--- config.mk ---
export PLATFORM = sky130hd
export DESIGN_NAME = fir_coef_ctrl
export DESIGN_NICKNAME = d
export VERILOG_FILES = /design/src/rtl/fir_coef_ctrl.sv
export SDC_FILE = /design/constraint.sdc
export NUM_CORES = 2
export LEC_CHECK = 0
export CAP_MARGIN = 20
export CORE_AREA = 4 4 406 408
export CTS_CLUSTER_SIZE = 25
export DETAILED_ROUTE_END_ITERATION = 10
export DIE_AREA = 0 0 410 412
export PLACE_DENSITY = 0.69
export SYNTH_ARGS = -nofsm -noshare
export SYNTH_HDL_FRONTEND = slang
export SYNTH_SLANG_ARGS = --single-unit
--- constraint.sdc ---
create_clock -name clk -period 6.08 [get_ports clk]
set_input_delay 0.608 -clock clk [delete_from_list [all_inputs] [get_ports clk]]
set_output_delay 0.608 -clock clk [all_outputs]
set_load 0.01 [all_outputs]
--- src/rtl/fir_coef_ctrl.sv ---
// Coefficient bank controller: streams HALF signed words into a shadow bank and
// swaps it into the active bank on a sample boundary. Optional load timeout: FIR_COEF_TIMEOUT_EN.
module fir_coef_ctrl #(
  parameter int FIR_TAP     = 128,
  parameter int COEFF_WIDTH = 16,
  parameter int DIV         = 4,
  parameter int TIMEOUT     = 255
) (
  input  logic                                  clk,
  input  logic                                  rst_n,
  input  logic                                  cfg_valid,
  output logic                                  cfg_ready,
  input  logic [COEFF_WIDTH-1:0]                cfg_data,
  input  logic                                  cfg_last,
  input  logic                                  cfg_abort,
  output logic                                  sample_en,
  output logic [(FIR_TAP/2)*COEFF_WIDTH-1:0]    coeff_bus,
  output logic                                  swap_done,
  output logic                                  load_err,
  output logic                                  busy
);
  // state | meaning
  // IDLE  | no load in progress, active bank stable
  // LOAD  | collecting words into the shadow bank
  // PEND  | shadow complete, waiting for the next sample_en to swap
  localparam int HALF = FIR_TAP / 2;
  localparam int IW   = (HALF > 1) ? $clog2(HALF) : 1;
  localparam int CW   = $clog2(DIV);

  if ((FIR_TAP % 2) != 0 || FIR_TAP < 2 || DIV < 2 || TIMEOUT < 1) begin : g_bad_param
    $error("fir_coef_ctrl: illegal parameter set");
  end

  typedef enum logic [1:0] {S_IDLE, S_LOAD, S_PEND} state_t;

  state_t                             state, state_nxt;
  logic [CW-1:0]                      cnt;
  logic [IW-1:0]                      widx, cur_idx;
  logic [HALF-1:0][COEFF_WIDTH-1:0]   shadow, active;
  logic accept, is_final, bad_word, abort_act, timeout_hit;
  logic wr_go, err_go, swap_go;

  assign sample_en = (cnt == CW'(DIV - 1));
  assign accept    = cfg_valid & cfg_ready;
  // A word accepted in IDLE always starts a fresh load at index 0.
  assign cur_idx   = (state == S_IDLE) ? '0 : widx;
  assign is_final  = (cur_idx == IW'(HALF - 1));
  assign bad_word  = (cfg_last != is_final);
  assign abort_act = cfg_abort & (state != S_IDLE);
  assign coeff_bus = active;

`ifdef FIR_COEF_TIMEOUT_EN
  localparam int TW = $clog2(TIMEOUT + 1);
  logic [TW-1:0] to_cnt;

  always_ff @(posedge clk) begin
    if (!rst_n)
      to_cnt <= '0;
    else if (state != S_LOAD || accept)
      to_cnt <= '0;
    else
      to_cnt <= to_cnt + 1'b1;
  end

  assign timeout_hit = (state == S_LOAD) && !accept && (to_cnt == TW'(TIMEOUT - 1));
`else
  assign timeout_hit = 1'b0;
`endif

  always_ff @(posedge clk) begin
    if (!rst_n)
      state <= S_IDLE;
    else
      state <= state_nxt;
  end

  always_comb begin
    state_nxt = state;
    wr_go     = 1'b0;
    err_go    = 1'b0;
    swap_go   = 1'b0;
    case (state)
      S_IDLE, S_LOAD: begin
        if (abort_act) begin
          state_nxt = S_IDLE;
        end else if (accept) begin
          if (bad_word) begin
            err_go    = 1'b1;
            state_nxt = S_IDLE;
          end else begin
            wr_go     = 1'b1;
            state_nxt = is_final ? S_PEND : S_LOAD;
          end
        end else if (timeout_hit) begin
          err_go    = 1'b1;
          state_nxt = S_IDLE;
        end
      end
      S_PEND: begin
        if (abort_act) begin
          state_nxt = S_IDLE;
        end else if (sample_en) begin
          swap_go   = 1'b1;
          state_nxt = S_IDLE;
        end
      end
      default: state_nxt = S_IDLE;
    endcase
  end

  always_comb begin
    cfg_ready = (state != S_PEND);
    busy      = (state != S_IDLE);
  end

  always_ff @(posedge clk) begin
    if (!rst_n) begin
      cnt       <= '0;
      widx      <= '0;
      shadow    <= '0;
      active    <= '0;
      swap_done <= 1'b0;
      load_err  <= 1'b0;
    end else begin
      cnt       <= sample_en ? '0 : cnt + 1'b1;
      swap_done <= swap_go;
      load_err  <= err_go;
      if (wr_go) begin
        shadow[cur_idx] <= cfg_data;
        widx            <= is_final ? '0 : cur_idx + 1'b1;
      end
      if (err_go) begin
        shadow <= '0;
        widx   <= '0;
      end
      if (abort_act)
        widx <= '0;
      if (swap_go)
        active <= shadow;
    end
  end

endmodule

# Word level (Yosys, flattened, before mapping)
# Index checks and enable logic that the tools add are counted.
word_totals:
  register_bits: 2060
  in_bits: 21
  output_inout_bits: 1029
  elab_cells: 179
op_classes:
  add_sub_neg: 2
  order_cmp: 2
  eq_ne: 8
  muxes: 23
  bitwise: 3
  n_reduce_logical: 8
op_table:
  columns: ["op", "n"]
  rows:
  - ["bitwise mux 1024 bit", 1]
  - ["demux 16 bit (select 6 bit)", 1]
  - ["two-way mux 16 bit", 1]
  - ["two-way mux 2 bit", 6]
  - ["two-way mux 6 bit", 2]
  - ["two-way mux 1 bit", 11]
  - ["< comparator 6 x 7 -> 1 bit (second input constant)", 1]
  - ["adder 6 x 1 -> 6 bit (second input constant)", 1]
  - ["== test 6 bit (second input constant)", 1]
  - [">= comparator 6 x 1 -> 1 bit (second input constant)", 1]
  - ["inequality test 3 bit (second input constant)", 2]
  - ["OR reduction 2 bit", 3]
  - ["== test 2 bit (second input constant)", 2]
  - ["case mux 2 bit (2 select lines)", 1]
  - ["OR reduction 3 bit", 1]
  - ["adder 2 x 1 -> 2 bit (second input constant)", 1]
  - ["bitwise AND 1 bit", 2]
  - ["== test 2 x 1 -> 1 bit (second input constant)", 1]
  - ["zero test 2 bit", 1]
  - ["inequality test 2 bit (second input constant)", 1]
  - ["AND reduction 2 bit", 1]
  - ["nonzero test 2 bit", 1]
  - ["logical AND 1 bit", 1]
  - ["inequality test 1 bit", 1]
  - ["NOT 1 bit", 1]

# Longest topological paths before layout
depth:
  word_depth: 9
  depth_mapped: 16
  ltp_nobuf: 11

# Least setup slack after synthesis
# Ideal clock, no wire load.
synth_timing:
  path_kind: "reg-to-reg"
  start: "reg state[0]"
  end: "reg shadow[693] in the netlist's numbering"
  arrival_ns: 3.608
  slack_ns: 2.345
  path_stages_with_launch: 17
  path_buffers: 5
  synth_period_minus_slack_ns: 3.735
  path_cell_list: "dfxtp_1 > buf_2 > nor2_4 > clkinv_1 > and2_1 > ha_1 > and3_1 > nand3_1 > ha_1 > buf_2 > nor4bb_1 > clkbuf_1 > buf_2 > nand4_1 > buf_2 > mux2i_1 > nor2_1"
synth_via:
  word_cells_on_any_way: 25
  cone_classes: "2 x order compare; 4 x eq/ne; 12 x mux; 2 x bitwise; 5 x reduce/logical"
synth_lines:
  columns: ["item", "line", "text"]
  rows:
  - ["start: declaration", "36", "state_t state, state_nxt;"]
  - ["start signal: assignment", "74", "state <= state_nxt;"]
  - ["nonzero test 2 bit (*)", null, null]
  - ["net busy", "20", "output logic busy"]
  - ["bitwise AND 1 bit (*)", "49", "assign abort_act = cfg_abort & (state != S_IDLE);"]
  - ["two-way mux 1 bit", "84", "if (abort_act) begin"]
  - ["two-way mux 1 bit", "82", "case (state)"]
  - ["OR reduction 2 bit (no source line)", null, null]
  - ["end signal: indexed assignment", "129", "shadow[cur_idx] <= cfg_data;"]
  - ["end: declaration", "39", "logic [HALF-1:0][COEFF_WIDTH-1:0] shadow, active;"]
# The timed path passes the listed nets; every way through them passes the cells marked *.
# A chain may end at the register's enable or synchronous reset.

# Worst setup path after layout
layout_timing:
  start: "reg state[1]"
  end: "reg shadow[98] in the netlist's numbering"
layout_via:
  elab_chain_len: 9
  word_cells_on_any_way: 25
  cone_classes: "2 x order compare; 4 x eq/ne; 12 x mux; 2 x bitwise; 5 x reduce/logical"
layout_lines:
  columns: ["item"]
  rows:
  - ["branches (longest 9 deep; another with < comparator 6 x 7 -> 1 bit)"]
# Parallel ways; which one is timed is not known.

==> reports/results.txt <==
Across all layers, the routed design uses 59900 vias. The critical path goes through nor2_4 -> clkinv_1 -> and2_1 -> ha_1 -> and3_1 -> nand3_1 -> ha_1 -> inv_1 -> o31a_2 -> buf_12 -> nand2_2 -> buf_4 -> mux2i_1. For the clock latency reported for the late side of the worst-skew pair, the log shows 0.83 ns. The post-synthesis area per instance is 9.25 µm². The tools report the post-CTS setup repair buffer count as 0. Path category of the worst min-delay check: in2reg. STA classifies the critical path endpoint as a flip-flop. At the worst endpoint, the required time is 6.74 ns.

The clock passes through at most 3 buffers. The compound-gate portion of the synthesized area is 11.1%. The run gives 9 as the number of antenna violations at the first check in global routing. The clock net in this run drives a total of 2060 sinks. The synthesized design contains 0 enable-type register cells. The tools report the post-layout worst setup margin as 1.34 ns.

Highest cell delay on the worst timing path: 0.70 ns. The HPWL after detailed placement is 169000 µm. The logs give 0.0484 ns for the final setup skew and 8072 for the post-synthesis instance total. For this run, the total global-route usage over all layers was measured as 30.3%. Global routing finished with a remaining overflow of 0. Final total power: 0.0277 W.

The tree is rooted in a clkbuf_16. After detailed routing, the number of remaining DRC violations is 0. The synthesized-area fraction occupied by adder cells was 0.0670%. The simple-gate share of the synthesized area was 16.9%; the number of max-capacitance violations reported was 0. The final-report setup violation count was 0.

The flow ran to the end, and the final reports show no timing, DRC or antenna violations. The number of violations reported at the end of detailed-routing iteration 0 is 5409, and the via density per instance is 5.37. Along the worst path, the maximum fanout reaches 20. The number of nets in the synthesized netlist is 8097.

The tools report the number of max-slew violations in the final report as 0. By startpoint and endpoint, the worst setup path is classified as reg2reg. The area added between synthesis and finish came out at 25.9%.

The worst-case IR drop observed on VDD is 0.000277 V. For this run, the number of Yosys warnings is 0. Of the total synthesized cell area, the portion taken by XOR and XNOR cells is 0.0117%.

The largest individual stage delay along the critical path comes from the cell nand2_2. For the worst slack at placement, the log shows 1.06 ns. After synthesis the cells add up to 74600 µm².

Once the floorplan was initialized, standard cells occupied 46.2% of the core. The H-tree level count came out at 4. For the final routed database, the setup TNS stands at 0 ns. For this design the top-level I/O count stands at 1050.

The worst setup path is launched from a flip-flop. Fraction of the cycle the final worst path needs: 78.0%. By instance count, the cell type seen most on the critical path is ha_1. For the placer congestion estimate, the log shows 0.874. In the final layout, the share of cells above drive strength 1 is 5.99%.

The async set-reset flop share out of synthesis came out at 0%. The power density over the cells is 294 nW/µm², and the global-route wire length before repair is 385000 µm. The post-route cell area is 93900 µm², and the layout filler cell count is 13900. For the worst slew margin relative to its limit, the log shows 11.5%.

In this run the vertical extent of the chip is 412 µm. The post-cts sizing count is 0. The number of global-route vias before repair is 57100, and the detailed-router iteration count before antenna repair is 8. The placeable core region was 162000 µm²; the cell area reported after detailed placement was 86600 µm². In the final design database the tool counted 8823 nets. The final period demand of the worst path is 4.74 ns. The run gives 37.1 nW as the static power due to leakage. Setup repair after global routing left no endpoint under its margin. After clock tree synthesis, the clock-pin slew on the worst setup and hold paths is 0.06 ns. Timing would allow up to 0.211 GHz.

For the count of endpoints failing hold in the final timing report, the log shows 0. By area, the combinational part of the netlist is dominated by simple AND/OR/NAND/NOR gates. The horizontal die dimension was 410 µm; the routed wire length per instance was 24.1 µm. The count of nets left with antenna violations once routing finished came out at 0. The tools report the final wirelength as 269000 µm.

TritonCTS built the clock tree. Of the synthesized area, sequential elements account for 55.2%. For the pin with the worst max-slew slack, the measured transition is 1.33 ns. The synthesized netlist contains 53 unique library cells. The clock buffer count from CTS is 206. The floorplan step defined a die boundary enclosing 169000 µm². Entering global routing, the biggest net connects 244 pins.

The number of hold buffers added after CTS was 0. The critical path data arrival time is 5.40 ns, and the number of buffer cells added on primary ports is 1049. After synthesis the netlist holds a flip-flop and latch count of 2060. The post-synthesis mux area share is 13.1%. After floorplanning, the core was divided into 148 placement rows. The most used flip-flop cell after synthesis is dfxtp_1.
-- state kept, by name, indices dropped and copies added (netlist names) --
name	flops
widx	6
coeff_bus	1024
shadow	1024
state	2
cnt	2
load_err	1
swap_done	1
-- path summary, 6_finish.rpt --
path / from / endpoint / slack, ns / cells past startpoint
max reg2reg: state[1] / shadow[98] / 1.34 / 13
min reg2reg: shadow[201] / coeff_bus[201] / 0.43 / 2
min: cfg_data[2] / shadow[562] / 0.19 / 3
max: state[1] / shadow[98] / 1.34 / 13
-- cells in the final DEF, fill, tap and decap left out, types with 37 or more instances in the layout --
cell type / netlist / routed
mux2i_1: 977 / 977
o21ai_0: 37 / 37
nor2_1: 446 / 446
dfxtp_1: 2060 / 2060
clkbuf_16: 0 / 209
a21oi_1: 52 / 52
clkdlybuf4s50_1: 0 / 1032
nand3_1: 50 / 50
buf_4: 14 / 99
clkbuf_8: 0 / 57
nand2_1: 2659 / 2642
a21boi_0: 1024 / 1024
-- power by group --
| part | switching [W] | internal [W] | total (W) |
|---|---|---|---|
| clock network | 0.00548 | 0.00791 | 0.0134 |
| logic | 0.000592 | 0.000164 | 0.000756 |
| registers | 0.00000547 | 0.0135 | 0.0135 |
-- kinds of logic after synthesis --
logic type	after synthesis
and+or+nand+nor	3238
DFF	2060
AOI/OAI and AO/OA	1129
muxes	977
adders and majority gates	4
xor gates and xnor gates	1
buffers and inverters	663
-- synth_stat cells (4+ instances only) --
cell      number  area [µm²]
and3_1         4        25.0
nand2_1     2659        9980
a21boi_0    1024        7690
or3_1          4        25.0
o21ai_0       37         185
buf_4         14         105
nand4_1       18         113
a21oi_1       52         260
nor4_4         8         170
nor2_1       446        1670
nand3_2        7        70.1
nand3_1       50         250
buf_2         63         315
buf_1         18        67.6
dfxtp_1     2060       41200
nor2b_1        4        25.0
clkbuf_1     562        2110
mux2i_1      977        9780
ha_1           4        50.1
nand2b_1       5        31.3
nand2_2        6        37.5
inv_1          5        18.8
and2_1         4        25.0
-- layer usage --
layer	wire length [µm]	GRT usage (%)	vias up	part of all wire (%)
met3	18600	6.51	530	6.9
met1	113000	38.9	29400	42
met2	123000	48.6	2236	46
li1	-	-	27700	-
met5	37	0	-	0.014
met4	14400	14.8	6	5.4
-- layout make-up --
class                      instances  area [µm²]  share of cell area [%]
sequential                      2060       41200                    43.9
multi-input combinational       5349       31000                    33.0
timing repair buffer            1175       11800                    12.5
clock buffer                     301        6150                    6.54
tap                             2175        2720                    2.90
clock inverter                    71        1080                    1.15
inverter                           6        22.5                  0.0240
antenna                            3        7.51                 0.00799
-- worst max-delay path, delay by kind of cell, from the launching register on --
kind,cells,cell delay [ns]
mux,1,0.12
simple gates,5,1.54
compound gates,1,0.55
flops,1,0.34
fa+ha+maj,2,0.81
buf+inv,4,1.19
-- stage by stage --
step	utilization, %	hold slack, ns	cells
detailed placement	53.6	0.429	10800
CTS	58.0	0.124	11100
global placement	53.5	0.413	10800
finish	58.1	0.191	11100
floorplan	-	0.405	8072
global route	58.1	0.148	11100
Note: power is estimated with default switching activity, not from simulation.
